**src/rtl/divider_arbiter.sv**
```systemverilog
// divider_arbiter
//   Shares one multi-cycle 8-bit divider between four requesters. Each
//   requester owns a one-deep holding register; a round-robin FSM picks the
//   next pending requester, launches the divider, waits for the result
//   (bounded by a timeout), and returns it on a shared response bus with a
//   one-hot completion pulse.
//
// Ports
//   clk, rst                        clock, synchronous active-low reset
//   req_valid[3:0] / req_ready[3:0] per-requester handshake
//   req_dividend / req_divisor      requester i operands at bits [8i+7:8i]
//   rsp_valid[3:0]                  one-cycle completion pulse per requester
//   rsp_quotient/remainder/err      shared result, held until the next response
//   div_strt, div_dividend/divisor  divider launch and operands
//   div_quotient/remainder          divider results
//   div_infinite, div_idle          divider divide-by-zero and idle flags
//   busy                            high whenever the FSM is not arbitrating
//
// Parameter
//   TIMEOUT_CYCLES                  WAIT_DONE cycles before the op is aborted
//
// Build option
//   DIVIDER_ARBITER_ZERO_BYPASS_EN  when defined, a zero divisor is answered
//                                   directly from ARB (q=FF, r=dividend, err=1)
//                                   without starting the divider.

module divider_arbiter #(
    parameter int TIMEOUT_CYCLES = 32
) (
    input  logic        clk,
    input  logic        rst,
    input  logic [3:0]  req_valid,
    output logic [3:0]  req_ready,
    input  logic [31:0] req_dividend,
    input  logic [31:0] req_divisor,
    output logic [3:0]  rsp_valid,
    output logic [7:0]  rsp_quotient,
    output logic [7:0]  rsp_remainder,
    output logic        rsp_err,
    output logic        div_strt,
    output logic [7:0]  div_dividend,
    output logic [7:0]  div_divisor,
    input  logic [7:0]  div_quotient,
    input  logic [7:0]  div_remainder,
    input  logic        div_infinite,
    input  logic        div_idle,
    output logic        busy
);

    localparam int CNT_W = (TIMEOUT_CYCLES < 2) ? 1 : $clog2(TIMEOUT_CYCLES + 1);

    typedef enum logic [2:0] {
        S_ARB,
        S_LAUNCH,
        S_WAIT_START,
        S_WAIT_DONE,
        S_RESPOND
    } state_t;

    state_t           state_q, state_d;
    logic [3:0]       pend_q, pend_d, pend_clr;
    logic [3:0][7:0]  hold_dd_q, hold_dv_q;
    logic [1:0]       grant_q, grant_d;
    logic [1:0]       last_q, last_d;
    logic [1:0]       rr_pick;
    logic             err_q, err_d;
    logic [CNT_W-1:0] cnt_q, cnt_d;
    logic             ws_q, ws_d;
    logic [7:0]       rquo_q, rquo_d;
    logic [7:0]       rrem_q, rrem_d;
    logic             rerr_q, rerr_d;

    // Round-robin: first pending index after last_q. Scanning the offsets
    // from far to near lets the nearest pending index win; offset 4 wraps
    // back to last_q itself so a lone requester can be served repeatedly.
    always_comb begin
        rr_pick = last_q;
        for (int k = 4; k >= 1; k--) begin
            if (pend_q[2'(last_q + 2'(k))]) begin
                rr_pick = 2'(last_q + 2'(k));
            end
        end
    end

    // A requester's slot is frozen while pending; the clear from RESPOND only
    // ever targets a pending slot, so it can never collide with an accept.
    assign pend_d    = (pend_q & ~pend_clr) | (req_valid & ~pend_q);
    assign req_ready = ~pend_q;
    assign busy      = (state_q != S_ARB);

    assign rsp_quotient  = rquo_q;
    assign rsp_remainder = rrem_q;
    assign rsp_err       = rerr_q;

    // Operands are presented only while the divider owns the operation.
    always_comb begin
        div_dividend = 8'd0;
        div_divisor  = 8'd0;
        if (state_q == S_LAUNCH || state_q == S_WAIT_START || state_q == S_WAIT_DONE) begin
            div_dividend = hold_dd_q[grant_q];
            div_divisor  = hold_dv_q[grant_q];
        end
    end

    always_comb begin
        state_d   = state_q;
        grant_d   = grant_q;
        last_d    = last_q;
        err_d     = err_q;
        cnt_d     = cnt_q;
        ws_d      = ws_q;
        rquo_d    = rquo_q;
        rrem_d    = rrem_q;
        rerr_d    = rerr_q;
        pend_clr  = 4'd0;
        div_strt  = 1'b0;
        rsp_valid = 4'd0;

        case (state_q)
            S_ARB: begin
                cnt_d = '0;
                ws_d  = 1'b0;
                if ((|pend_q) && div_idle) begin
                    grant_d = rr_pick;
                    state_d = S_LAUNCH;
`ifdef DIVIDER_ARBITER_ZERO_BYPASS_EN
                    if (hold_dv_q[rr_pick] == 8'd0) begin
                        rquo_d  = 8'hFF;
                        rrem_d  = hold_dd_q[rr_pick];
                        rerr_d  = 1'b1;
                        state_d = S_RESPOND;
                    end
`endif
                end
            end

            S_LAUNCH: begin
                div_strt = 1'b1;
                err_d    = div_infinite;
                cnt_d    = '0;
                ws_d     = 1'b0;
                state_d  = S_WAIT_START;
            end

            // The divider must leave idle within two cycles of the start
            // pulse; otherwise it never accepted the operation.
            S_WAIT_START: begin
                if (!div_idle) begin
                    state_d = S_WAIT_DONE;
                end else if (ws_q) begin
                    rquo_d  = 8'd0;
                    rrem_d  = 8'd0;
                    rerr_d  = 1'b1;
                    state_d = S_RESPOND;
                end else begin
                    ws_d = 1'b1;
                end
            end

            // cnt_q counts completed WAIT_DONE cycles, so cnt_q == T-1 means
            // this is the T-th cycle and the counter reaches T at its end.
            S_WAIT_DONE: begin
                cnt_d = cnt_q + 1'b1;
                if (div_idle) begin
                    rquo_d  = div_quotient;
                    rrem_d  = div_remainder;
                    rerr_d  = err_q;
                    state_d = S_RESPOND;
                end else if (cnt_q == CNT_W'(TIMEOUT_CYCLES - 1)) begin
                    rquo_d  = 8'd0;
                    rrem_d  = 8'd0;
                    rerr_d  = 1'b1;
                    state_d = S_RESPOND;
                end
            end

            S_RESPOND: begin
                rsp_valid[grant_q] = 1'b1;
                pend_clr[grant_q]  = 1'b1;
                last_d             = grant_q;
                state_d            = S_ARB;
            end

            default: state_d = S_ARB;
        endcase
    end

    always_ff @(posedge clk) begin
        if (!rst) begin
            state_q   <= S_ARB;
            pend_q    <= 4'd0;
            hold_dd_q <= '0;
            hold_dv_q <= '0;
            grant_q   <= 2'd0;
            last_q    <= 2'd3;
            err_q     <= 1'b0;
            cnt_q     <= '0;
            ws_q      <= 1'b0;
            rquo_q    <= 8'd0;
            rrem_q    <= 8'd0;
            rerr_q    <= 1'b0;
        end else begin
            state_q <= state_d;
            pend_q  <= pend_d;
            grant_q <= grant_d;
            last_q  <= last_d;
            err_q   <= err_d;
            cnt_q   <= cnt_d;
            ws_q    <= ws_d;
            rquo_q  <= rquo_d;
            rrem_q  <= rrem_d;
            rerr_q  <= rerr_d;
            for (int i = 0; i < 4; i++) begin
                if (req_valid[i] && !pend_q[i]) begin
                    hold_dd_q[i] <= req_dividend[8*i +: 8];
                    hold_dv_q[i] <= req_divisor[8*i +: 8];
                end
            end
        end
    end

endmodule

```
**config.mk**
```make
export PLATFORM = sky130hd
export DESIGN_NAME = divider_arbiter
export DESIGN_NICKNAME = d
export VERILOG_FILES = /design/src/rtl/divider_arbiter.sv
export SDC_FILE = /design/constraint.sdc
export NUM_CORES = 1
export LEC_CHECK = 0
export BUFFER_PORTS_ARGS = -buffer_cell sky130_fd_sc_hd__buf_2
export CAP_MARGIN = 0
export CORE_UTILIZATION = 42
export CTS_CLUSTER_SIZE = 10
export DETAILED_ROUTE_END_ITERATION = 8
export PLACE_DENSITY = 0.7
export SYNTH_ARGS = -nofsm -noshare
export SYNTH_HDL_FRONTEND = slang
export SYNTH_SLANG_ARGS = --single-unit
```
**constraint.sdc**
```tcl
create_clock -name clk -period 1.41 [get_ports clk]
set_input_delay 0.0705 -clock clk [delete_from_list [all_inputs] [get_ports clk]]
set_output_delay 0.0705 -clock clk [all_outputs]
set_load 0.03 [all_outputs]
```
==> results.py, run 1 <==
metrics = {
    "placed_design": {
        "portBuffers": 130,
        "place_congestion": 0.850,
        "hpwl_um": 8400,
        "dp_cells": 756,
        "post_dp_cell_area_mm2": 0.00556,
    },
    "min_path": {
        "min_from": "req_valid[0]",
        "hp-class": "input pin to register",
    },
    "die": {
        "design.core.area_mm2": 0.0103,
        "rows": 37,
        "start_util_pct": 43.3,
        "fp.dieH_um": 105,
        "fp.dieArea_mm2": 0.0110,
        "die_w_um": 105,
        "io_pins": 131,
    },
    "route": {
        "first_iter_violations": 184,
        "wl_per_cell_um": 16.2,
        "via_per_inst": 5.17,
        "drc_errors": 0,
        "drt-pass1-iter-count": 4,
        "routed_wl_um": 14300,
        "ant_nets": 0,
        "num_vias": 4558,
    },
    "timing": {
        "rsz0062_at_grt": "true",
        "setup_viol": 41,
        "fmax_mhz": 567,
        "slew_violations": 0,
        "hold_viol": 0,
        "min_period_ns": 1.76,
        "final.period_utilization_pct": 125,
        "setup_ws_ns": -0.354,
        "clock_skew_ns": 0.00769,
        "tightest_slew_ns": 0.402,
        "relSlewSlack_pct": 72.9,
    },
    "logic_synthesis": {
        "synthTopCellsByArea": "dfxtp_1 (45%), nand2_1 (12%), a21boi_0 (10%)",
        "synth_edf_count": 0,
        "synth_top_area_cell": "dfxtp_1",
        "synth_area_mm2": 0.00445,
        "synth_top_area_share_pct": 45.0,
        "synth_flop_cell": "dfxtp_1",
        "synthesis.nets": 577,
        "synth.ff_latch_count": 100,
        "synth_cells": 488,
        "seq_area_frac_synth_pct": 45.0,
        "postSynthAreaPerCell_um2": 9.12,
        "ys_warn_count": 0,
        "ys_types": 46,
        "synthArstFlopShare_pct": 0,
    },
    "finish": {
        "fin_nets": 831,
        "fin_area_mm2": 0.00728,
        "area_delta_synth_final_pct": 63.4,
        "mostFrequentLayoutCells": "nand2_1 (144), buf_2 (108), dfxtp_1 (91)",
        "antenna_cells": 0,
        "final_common_cell": "nand2_1",
        "drive_gt1_share_pct": 39.0,
        "stdcell_count": 882,
    },
    "clocking": {
        "cts_buffers": 9,
        "cts_root_buf": "clkbuf_8",
        "clk-insertion-delay-late_ns": 0.37,
        "cts_tree": "built",
        "ctsHtreeMaxLevel": 3,
        "clock-sinks": 100,
        "ctsLongestPathBuffers": 2,
        "clk_pin_slew_ns": 0.09,
    },
    "global_routing": {
        "grt_start_max_net_pins": 87,
        "grt_pass1_vias": 4546,
        "groute.usage.overall_pct": 26.4,
        "grt_overflow": 0,
        "antenna_found_initial": 0,
        "grt_pass1_wl_um": 22600,
    },
    "power": {
        "p_leak_nw": 3.01,
        "power_switching_mw": 1.94,
        "internal-power_mw": 4.72,
        "power_frac_comb_pct": 26.5,
        "p_seq_share_pct": 46.0,
        "power_frac_clock_pct": 27.5,
        "p_sw_share_pct": 29.1,
        "irDropWorstVdd_v": 0.000663,
        "pwr_density_cell_mw_per_mm2": 916,
    },
    "setup_path": {
        "cp-end-kind": "primary output",
        "crit_start": "grant_q[0]",
        "r2r_start": "state_q[2]",
        "max_stage_delay_ns": 0.48,
        "cp-start-kind": "register",
        "cp_max_fo": 5,
        "cp.arrival_ns": 1.69,
        "path_class": "register to primary output",
        "critPathSlowestCell": "mux4_2",
        "worstPathRequired_ns": 1.34,
        "path_cells": "buf_16 -> mux4_2 -> nor2b_1 -> buf_4",
    },
    "run_status": {
        "status": "complete, but fails checks",
        "violations": "negative setup slack",
    },
    "run": {
        "maxCapViolCount": 0,
    },
}
## flip-flops by register name (all words and copies together) (netlist names), 2 cells and up
register,cells
hold_dv_q,32
pend_q,4
rsp_quotient,8
cnt_q,6
grant_q,2
rsp_remainder,8
state_q,3
last_q,2
hold_dd_q,32
## cells by family after synthesis
kind of cell	after synthesis	synth area share, %
DFF	100	45.0
muxes	19	8.80
AOI/OAI and AO/OA	114	19.1
and+or+nand+nor	213	22.2
adders and majority gates	1	0.281
buffers and inverters	41	4.61
## what timing repair did
| item | 4_1_cts | 5_1_grt |
|---|---|---|
| setup endpoints to repair | 40 | 48 |
| endpoints found under the hold margin | 82 | 0 |
| cloned | 1 | 0 |
| buffers inserted | 25 | 12 |
| hold buffers | 82 | 0 |
| pin swaps | 13 | 16 |
| gates resized for setup | 95 | 29 |
## cell usage after synthesis, types with 3 or more instances
master and instances:
nor2b_1 24, dfxtp_1 100, clkbuf_1 17, o21ai_0 10
nor3_1 7, a21oi_1 8, nor2_1 9, a22o_2 6
mux4_2 16, a22o_1 10, a22oi_1 3, a21boi_0 62
nand3_1 6, o221a_2 3, buf_6 3, nand2_1 148
inv_1 6, buf_2 11, a21boi_1 3, buf_4 4
## per-stage QoR
stage | setup TNS [ns] | setup slack [ns] | hold slack [ns] | utilization [%] | total power [mW]
finish | -8.54 | -0.354 | 0.0221 | 70.8 | 6.66
floorplan | -0.556 | -0.128 | 0.181 | - | 3.82
CTS | -6.47 | -0.375 | 0.00143 | 69.3 | 6.59
global route | -10.53 | -0.407 | 0.0476 | 70.8 | 6.94
detailed placement | -2.37 | -0.152 | 0.293 | 54.1 | 4.31
global placement | -0.907 | -0.0600 | 0.289 | 54.1 | 4.28
## area by class of cell
class / count / area, um^2
clock buffers: 10 / 128
fillers: 751 / 3000
repair buffers: 278 / 2330
inverters: 6 / 22.5
multi-input cells: 347 / 2540
clock inverters: 5 / 62.6
well taps: 136 / 170
flip-flops and latches: 100 / 2020
## power groups by stage
stage | clock network (mW) | logic, mW | registers, mW
finish | 1.83 | 1.77 | 3.06
floorplan | 0 | 0.714 | 3.10
detailed placement | 0 | 1.20 | 3.11
CTS | 1.87 | 1.66 | 3.06
global route | 1.99 | 1.87 | 3.08
global placement | 0 | 1.18 | 3.10
## worst paths after layout
check / end / slack, ns / depth (start not counted)
worst max-delay path: div_divisor[1] / -0.35 / 4
worst min-delay path: pend_q[0] / 0.02 / 3
worst max register to register: rsp_remainder[1] / -0.16 / 7
worst min register to register: hold_dd_q[6] / 0.47 / 2
## routing by layer
metal	wire length (um)	track usage, %	vias up
met5	0	0	-
met4	396	10.1	0
met3	718	5.55	32
met2	7490	48.1	157
met1	5690	30.1	2190
li1	-	-	2179
## worst max-delay path, delay by kind of cell (launching register included)
kind / cells / cell delay (ns)
and+or+nand+nor: 1 / 0.14
buffers and inverters: 2 / 0.30
muxes: 1 / 0.48
DFF: 1 / 0.41
No activity file was read; power rests on OpenSTA's default activity.
==> inputs of run 2 (changes only) <==
--- a/config.mk
+++ b/config.mk
@@ -11,6 +11,7 @@
 export CTS_CLUSTER_SIZE = 10
 export DETAILED_ROUTE_END_ITERATION = 8
 export PLACE_DENSITY = 0.7
+export RECOVER_POWER = 50
 export SYNTH_ARGS = -nofsm -noshare
 export SYNTH_HDL_FRONTEND = slang
 export SYNTH_SLANG_ARGS = --single-unit
==> constraint.sdc (replaced) <==
create_clock -name clk -period 1.41 [get_ports clk]
set_input_delay 0.0705 -clock clk [delete_from_list [all_inputs] [get_ports clk]]
set_output_delay 0.0705 -clock clk [all_outputs]
set_load 0.01 [all_outputs]
==> run 2 against run 1 <==
  * Maximum frequency barely moved
  * Highest routed layer unchanged
  * Critical path depth unchanged
  * Clock skew rose by 0.0086 ns
  * Clock power increased by 5%
  * The flow still finishes with violations (negative setup slack)
  * Count of clock-buffer cells in the layout did not move
==> results.py, run 2 (synthesized netlist as in run 1, its figures left out) <==
metrics = {
    "finish": {
        "mostFrequentLayoutCells": "nand2_1 (148), buf_2 (100), dfxtp_1 (91)",
        "top_regs": "hold_dd_q x32, hold_dv_q x32",
        "fin_nets": 822,
        "drive_gt1_share_pct": 32.9,
        "finish.utilization_pct": 67.3,
        "stdcell_count": 874,
        "antenna_cells": 0,
        "area_delta_synth_final_pct": 55.3,
        "final_common_cell": "nand2_1",
    },
    "setup_path": {
        "cp.arrival_ns": 1.69,
        "cp-start-kind": "register",
        "cp_max_fo": 7,
        "worstPathRequired_ns": 1.34,
        "crit_start": "grant_q[0]",
        "r2r_start": "state_q[2]",
        "cp-end-kind": "primary output",
        "r2r_slack_ns": -0.15,
        "path_class": "register to primary output",
    },
    "power": {
        "power_frac_clock_pct": 29.7,
        "power_frac_comb_pct": 23.1,
        "p_leak_nw": 2.83,
        "p_seq_share_pct": 47.1,
        "p_sw_share_pct": 28.0,
        "power_switching_mw": 1.81,
        "internal-power_mw": 4.67,
        "pwr_density_cell_mw_per_mm2": 937,
        "finalPower_mw": 6.48,
        "irDropWorstVdd_v": 0.000749,
    },
    "min_path": {
        "hp-class": "input pin to register",
        "min_from": "req_valid[2]",
    },
    "die": {
        "start_util_pct": 43.3,
        "io_pins": 131,
        "fp.dieH_um": 105,
        "fp.dieArea_mm2": 0.0110,
        "die_w_um": 105,
        "rows": 37,
        "design.core.area_mm2": 0.0103,
    },
    "route": {
        "drt-pass1-iter-count": 4,
        "ant_nets": 0,
        "drc_errors": 0,
        "wl_per_cell_um": 16.2,
        "num_vias": 4522,
        "first_iter_violations": 330,
        "routed_wl_um": 14100,
        "via_per_inst": 5.17,
    },
    "timing": {
        "slew_violations": 0,
        "final.period_utilization_pct": 125,
        "rsz0062_at_grt": "true",
        "tns_ns": -8.33,
        "hold_viol": 0,
        "setup_viol": 38,
        "min_period_ns": 1.76,
        "relSlewSlack_pct": 73.0,
        "clock_skew_ns": 0.0163,
        "setup_ws_ns": -0.355,
        "tightest_slew_ns": 0.405,
        "fmax_mhz": 567,
    },
    "placed_design": {
        "dp_cells": 758,
        "portBuffers": 130,
        "hpwl_um": 8450,
        "place_congestion": 0.789,
    },
    "clocking": {
        "ctsLongestPathBuffers": 2,
        "ctsHtreeMaxLevel": 3,
        "cts_buffers": 9,
        "clk_pin_slew_ns": 0.10,
        "clock-sinks": 100,
        "clk-insertion-delay-late_ns": 0.36,
        "cts_tree": "built",
        "cts_root_buf": "clkbuf_8",
    },
    "global_routing": {
        "grt_overflow": 0,
        "antenna_found_initial": 0,
        "groute.usage.overall_pct": 25.5,
        "grt_pass1_vias": 4553,
        "grt_start_max_net_pins": 86,
        "grt_pass1_wl_um": 22200,
    },
    "run_status": {
        "violations": "negative setup slack",
        "status": "complete, but fails checks",
    },
    "run": {
        "maxCapViolCount": 0,
    },
}
run 2: cell types whose count changed in the layout (fill, tap and decap cells not counted), moves of 4 or more:
cell      previous run  this run
buf_12              11         5
buf_2              108       100
buf_4               39        27
buf_6               33        24
clkbuf_1             1        22
clkbuf_2             0         4
nand2_1            144       148
nor2b_1             11        15
nor2b_4             13         9
run 2: worst paths after layout:
kind                            cells past startpoint               end
worst max-delay path                                4    div_divisor[7]
worst min-delay path                                3         pend_q[2]
worst max register to register                      7  rsp_remainder[0]
worst min register to register                      2     hold_dv_q[30]
run 2: worst max-delay path, stage by stage, from the launching register on:
cell and delay [ns]:
dfxtp_4 0.40, buf_12 0.15, mux4_2 0.51, nor2b_1 0.14
buf_2 0.14
run 2: what timing repair did:
action                                  CTS  global route
resized for setup                        33            46
pin swaps                                 8            10
setup buffers                             9             9
hold buffers                             82             0
endpoints found under the setup margin   38            42
gates cloned                              0             1
endpoints found under the hold margin    82             0
run 2: power by group through the flow:
stage	sequential [mW]	clock, mW	combinational, mW
3_3_place_gp	3.10	0	1.05
3_5_place_dp	3.11	0	1.07
2_1_floorplan	3.09	0	0.616
5_1_grt	3.07	2.10	1.61
6_report	3.05	1.92	1.50
4_1_cts	3.05	1.96	1.35
run 2: layout make-up:
type                    count  area (um^2)
inverters                   6         22.5
flip-flops and latches    100         2020
well taps                 136          170
repair buffers            269         2070
fillers                   817         3360
multi-input cells         347         2430
clock buffers              10          138
clock inverters             6         68.8
run 2: stage by stage:
stage	setup slack, ns	area [um^2]	hold slack, ns
2_1_floorplan	0.00660	4480	0.181
3_3_place_gp	-0.0138	5460	0.289
3_5_place_dp	-0.0979	5460	0.291
4_1_cts	-0.381	6700	0.0101
5_1_grt	-0.419	6910	0.0445
6_report	-0.355	6910	0.0156
run 2: routing by layer:
| layer | wire length [um] | vias up | track usage, % |
|---|---|---|---|
| met5 | 0 | - | 0 |
| met4 | 263 | 0 | 8.15 |
| met3 | 761 | 23 | 4.18 |
| met2 | 7290 | 147 | 46.5 |
| met1 | 5820 | 2188 | 30.3 |
| li1 | - | 2164 | - |
==> inputs of run 3 (changes only) <==
--- a/config.mk
+++ b/config.mk
@@ -7,10 +7,12 @@
 export LEC_CHECK = 0
 export BUFFER_PORTS_ARGS = -buffer_cell sky130_fd_sc_hd__buf_2
 export CAP_MARGIN = 0
-export CORE_UTILIZATION = 42
+export CELL_PAD_IN_SITES_DETAIL_PLACEMENT = 1
+export CELL_PAD_IN_SITES_GLOBAL_PLACEMENT = 1
+export CORE_UTILIZATION = 34
 export CTS_CLUSTER_SIZE = 10
 export DETAILED_ROUTE_END_ITERATION = 8
-export PLACE_DENSITY = 0.7
+export PLACE_DENSITY_LB_ADDON = 0.1
 export RECOVER_POWER = 50
 export SYNTH_ARGS = -nofsm -noshare
 export SYNTH_HDL_FRONTEND = slang
==> run 3 against run 2 <==
  * The flow still finishes with violations (negative setup slack)
  * First-iteration DRC count decreased by 46%
  * Via count fell by 0.73%
  * Maximum frequency decreased by 0.40%
  * Count of clock-buffer cells in the layout is the same
  * Die area up 23%
  * Non-clock buffer count decreased by 1
  * Critical endpoint is now div_dividend[7]
  * Highest routed layer unchanged
  * Sequential power is essentially flat
==> results.py, run 3 (synthesized netlist as in run 1, its figures left out) <==
metrics = {
    "timing": {
        "hold_viol": 0,
        "tightest_slew_ns": 0.664,
        "final.period_utilization_pct": 126,
        "setup_viol": 42,
        "tns_ns": -8.93,
        "rsz0062_at_grt": "true",
        "slew_violations": 0,
        "clock_skew_ns": 0.0103,
        "setup_ws_ns": -0.362,
        "relSlewSlack_pct": 55.7,
        "min_period_ns": 1.77,
        "fmax_mhz": 564,
    },
    "min_path": {
        "hp-class": "input pin to register",
    },
    "clocking": {
        "ctsLongestPathBuffers": 2,
        "clk_pin_slew_ns": 0.08,
        "clock-sinks": 100,
        "clk-insertion-delay-late_ns": 0.36,
        "ctsHtreeMaxLevel": 3,
        "cts_buffers": 9,
        "cts_root_buf": "clkbuf_16",
        "cts_tree": "built",
    },
    "global_routing": {
        "antenna_found_initial": 0,
        "grt_pass1_wl_um": 23800,
        "grt_overflow": 0,
        "groute.usage.overall_pct": 23.4,
        "grt_start_max_net_pins": 87,
        "grt_pass1_vias": 4641,
    },
    "route": {
        "routed_wl_um": 15500,
        "ant_nets": 0,
        "drc_errors": 0,
        "num_vias": 4489,
        "first_iter_violations": 177,
        "wl_per_cell_um": 17.1,
        "via_per_inst": 4.94,
        "drt-pass1-iter-count": 4,
    },
    "die": {
        "start_util_pct": 35.1,
        "io_pins": 131,
        "rows": 41,
        "die_w_um": 116,
        "fp.dieArea_mm2": 0.0136,
        "fp.dieH_um": 116,
        "design.core.area_mm2": 0.0127,
    },
    "placed_design": {
        "hpwl_um": 9400,
        "place_congestion": 0.772,
        "portBuffers": 130,
        "dp_cells": 791,
        "dp_slack_ns": -0.247,
    },
    "setup_path": {
        "r2r_start": "state_q[2]",
        "path_cells": "clkbuf_16 -> mux4_2 -> nor2b_1 -> buf_2",
        "rr_endpoint": "rsp_remainder[4]",
        "cp.arrival_ns": 1.70,
        "path_depth": 4,
        "cp-start-kind": "register",
        "r2r_slack_ns": -0.17,
        "cp_max_fo": 4,
        "timing.critical_path.buf_inv": 2,
        "cp-end-kind": "primary output",
        "critPathSlowestCell": "mux4_2",
        "path_class": "register to primary output",
        "timing.critical_path.to": "div_dividend[7]",
        "crit_start": "grant_q[0]",
        "worstPathRequired_ns": 1.34,
        "max_stage_delay_ns": 0.48,
        "path_delay_family": "multiplexers",
        "r2r_cells": 6,
    },
    "finish": {
        "fin_nets": 821,
        "finish.utilization_pct": 55.5,
        "final_common_cell": "nand2_1",
        "stdcell_count": 909,
        "area_delta_synth_final_pct": 58.1,
        "top_regs": "hold_dd_q x32, hold_dv_q x32",
        "mostFrequentLayoutCells": "nand2_1 (146), buf_2 (105), dfxtp_1 (94)",
        "regArea_mm2": 0.00201,
        "n_fill_cell": 1492,
        "drive_gt1_share_pct": 33.8,
        "multi_input_area_mm2": 0.00242,
        "antenna_cells": 0,
    },
    "run": {
        "maxCapViolCount": 0,
    },
    "run_status": {
        "violations": "negative setup slack",
        "status": "complete, but fails checks",
    },
    "power": {
        "p_leak_nw": 2.89,
        "pwr_density_cell_mw_per_mm2": 997,
        "irDropWorstVdd_v": 0.000944,
    },
}
[run 3: cell types whose count changed in the layout (fill, tap and decap cells not counted), moves of 4 or more]
cell | before | now
nor2b_4 | 9 | 5
clkbuf_16 | 1 | 10
buf_2 | 100 | 105
clkbuf_8 | 10 | 1
[run 3: per-layer routing]
metal	vias to the layer above	track usage [%]	wire length, um
met5	-	0	0
met3	18	4.88	571
met4	0	6.67	188
li1	2169	-	-
met1	2203	27.3	6590
met2	99	43.0	8170
[run 3: how the worst min path moves through the flow]
stage	from	endpoint	slack, ns	cells after the start
after floorplan	div_idle	state_q[0]	0.18	1
after global placement	div_quotient[1]	rsp_quotient[1]	0.29	2
after detailed placement	div_quotient[1]	rsp_quotient[1]	0.29	2
after CTS	req_dividend[3]	hold_dd_q[3]	0.0001	3
after global routing	req_dividend[3]	hold_dd_q[3]	0.02	3
final	req_dividend[3]	hold_dd_q[3]	0.02	3
[run 3: power by group]
group / internal (mW) / switching [mW] / total (mW)
Sequential: 2.96 / 0.0947 / 3.06
Clock: 1.26 / 1.19 / 2.45
Combinational: 0.808 / 0.698 / 1.51
[run 3: cell type report]
type,instances,share of cell area (%)
flip-flops and latches,100,28.6
clock buffers,10,3.40
clock inverters,6,0.658
inverters,6,0.320
repair buffers,268,29.6
well taps,172,3.06
multi-input cells,347,34.3
[run 3: metrics by stage]
stage,cell area [um^2],power [mW],hold WS (ns)
final,7040,7.01,0.0168
after detailed placement,5550,4.24,0.294
after global routing,7040,7.32,0.0175
after CTS,6970,7.01,0.000106
after global placement,5550,4.21,0.289
after floorplan,4480,3.71,0.181
[run 3: worst register-to-register path: stages (launching register included)]
cell	delay [ns]
dfxtp_1	0.32
clkbuf_2	0.18
buf_6	0.15
nor4_4	0.37
nor3b_4	0.09
buf_12	0.16
a22o_2	0.21
[run 3: repair_timing]
action / in CTS / in global routing
setup buffers: 20 / 5
endpoints found under the hold margin: 80 / 0
pin swaps: 12 / 5
gates cloned: 1 / 1
endpoints found under the setup margin: 39 / 44
resized for setup: 41 / 34
hold buffers: 80 / 0
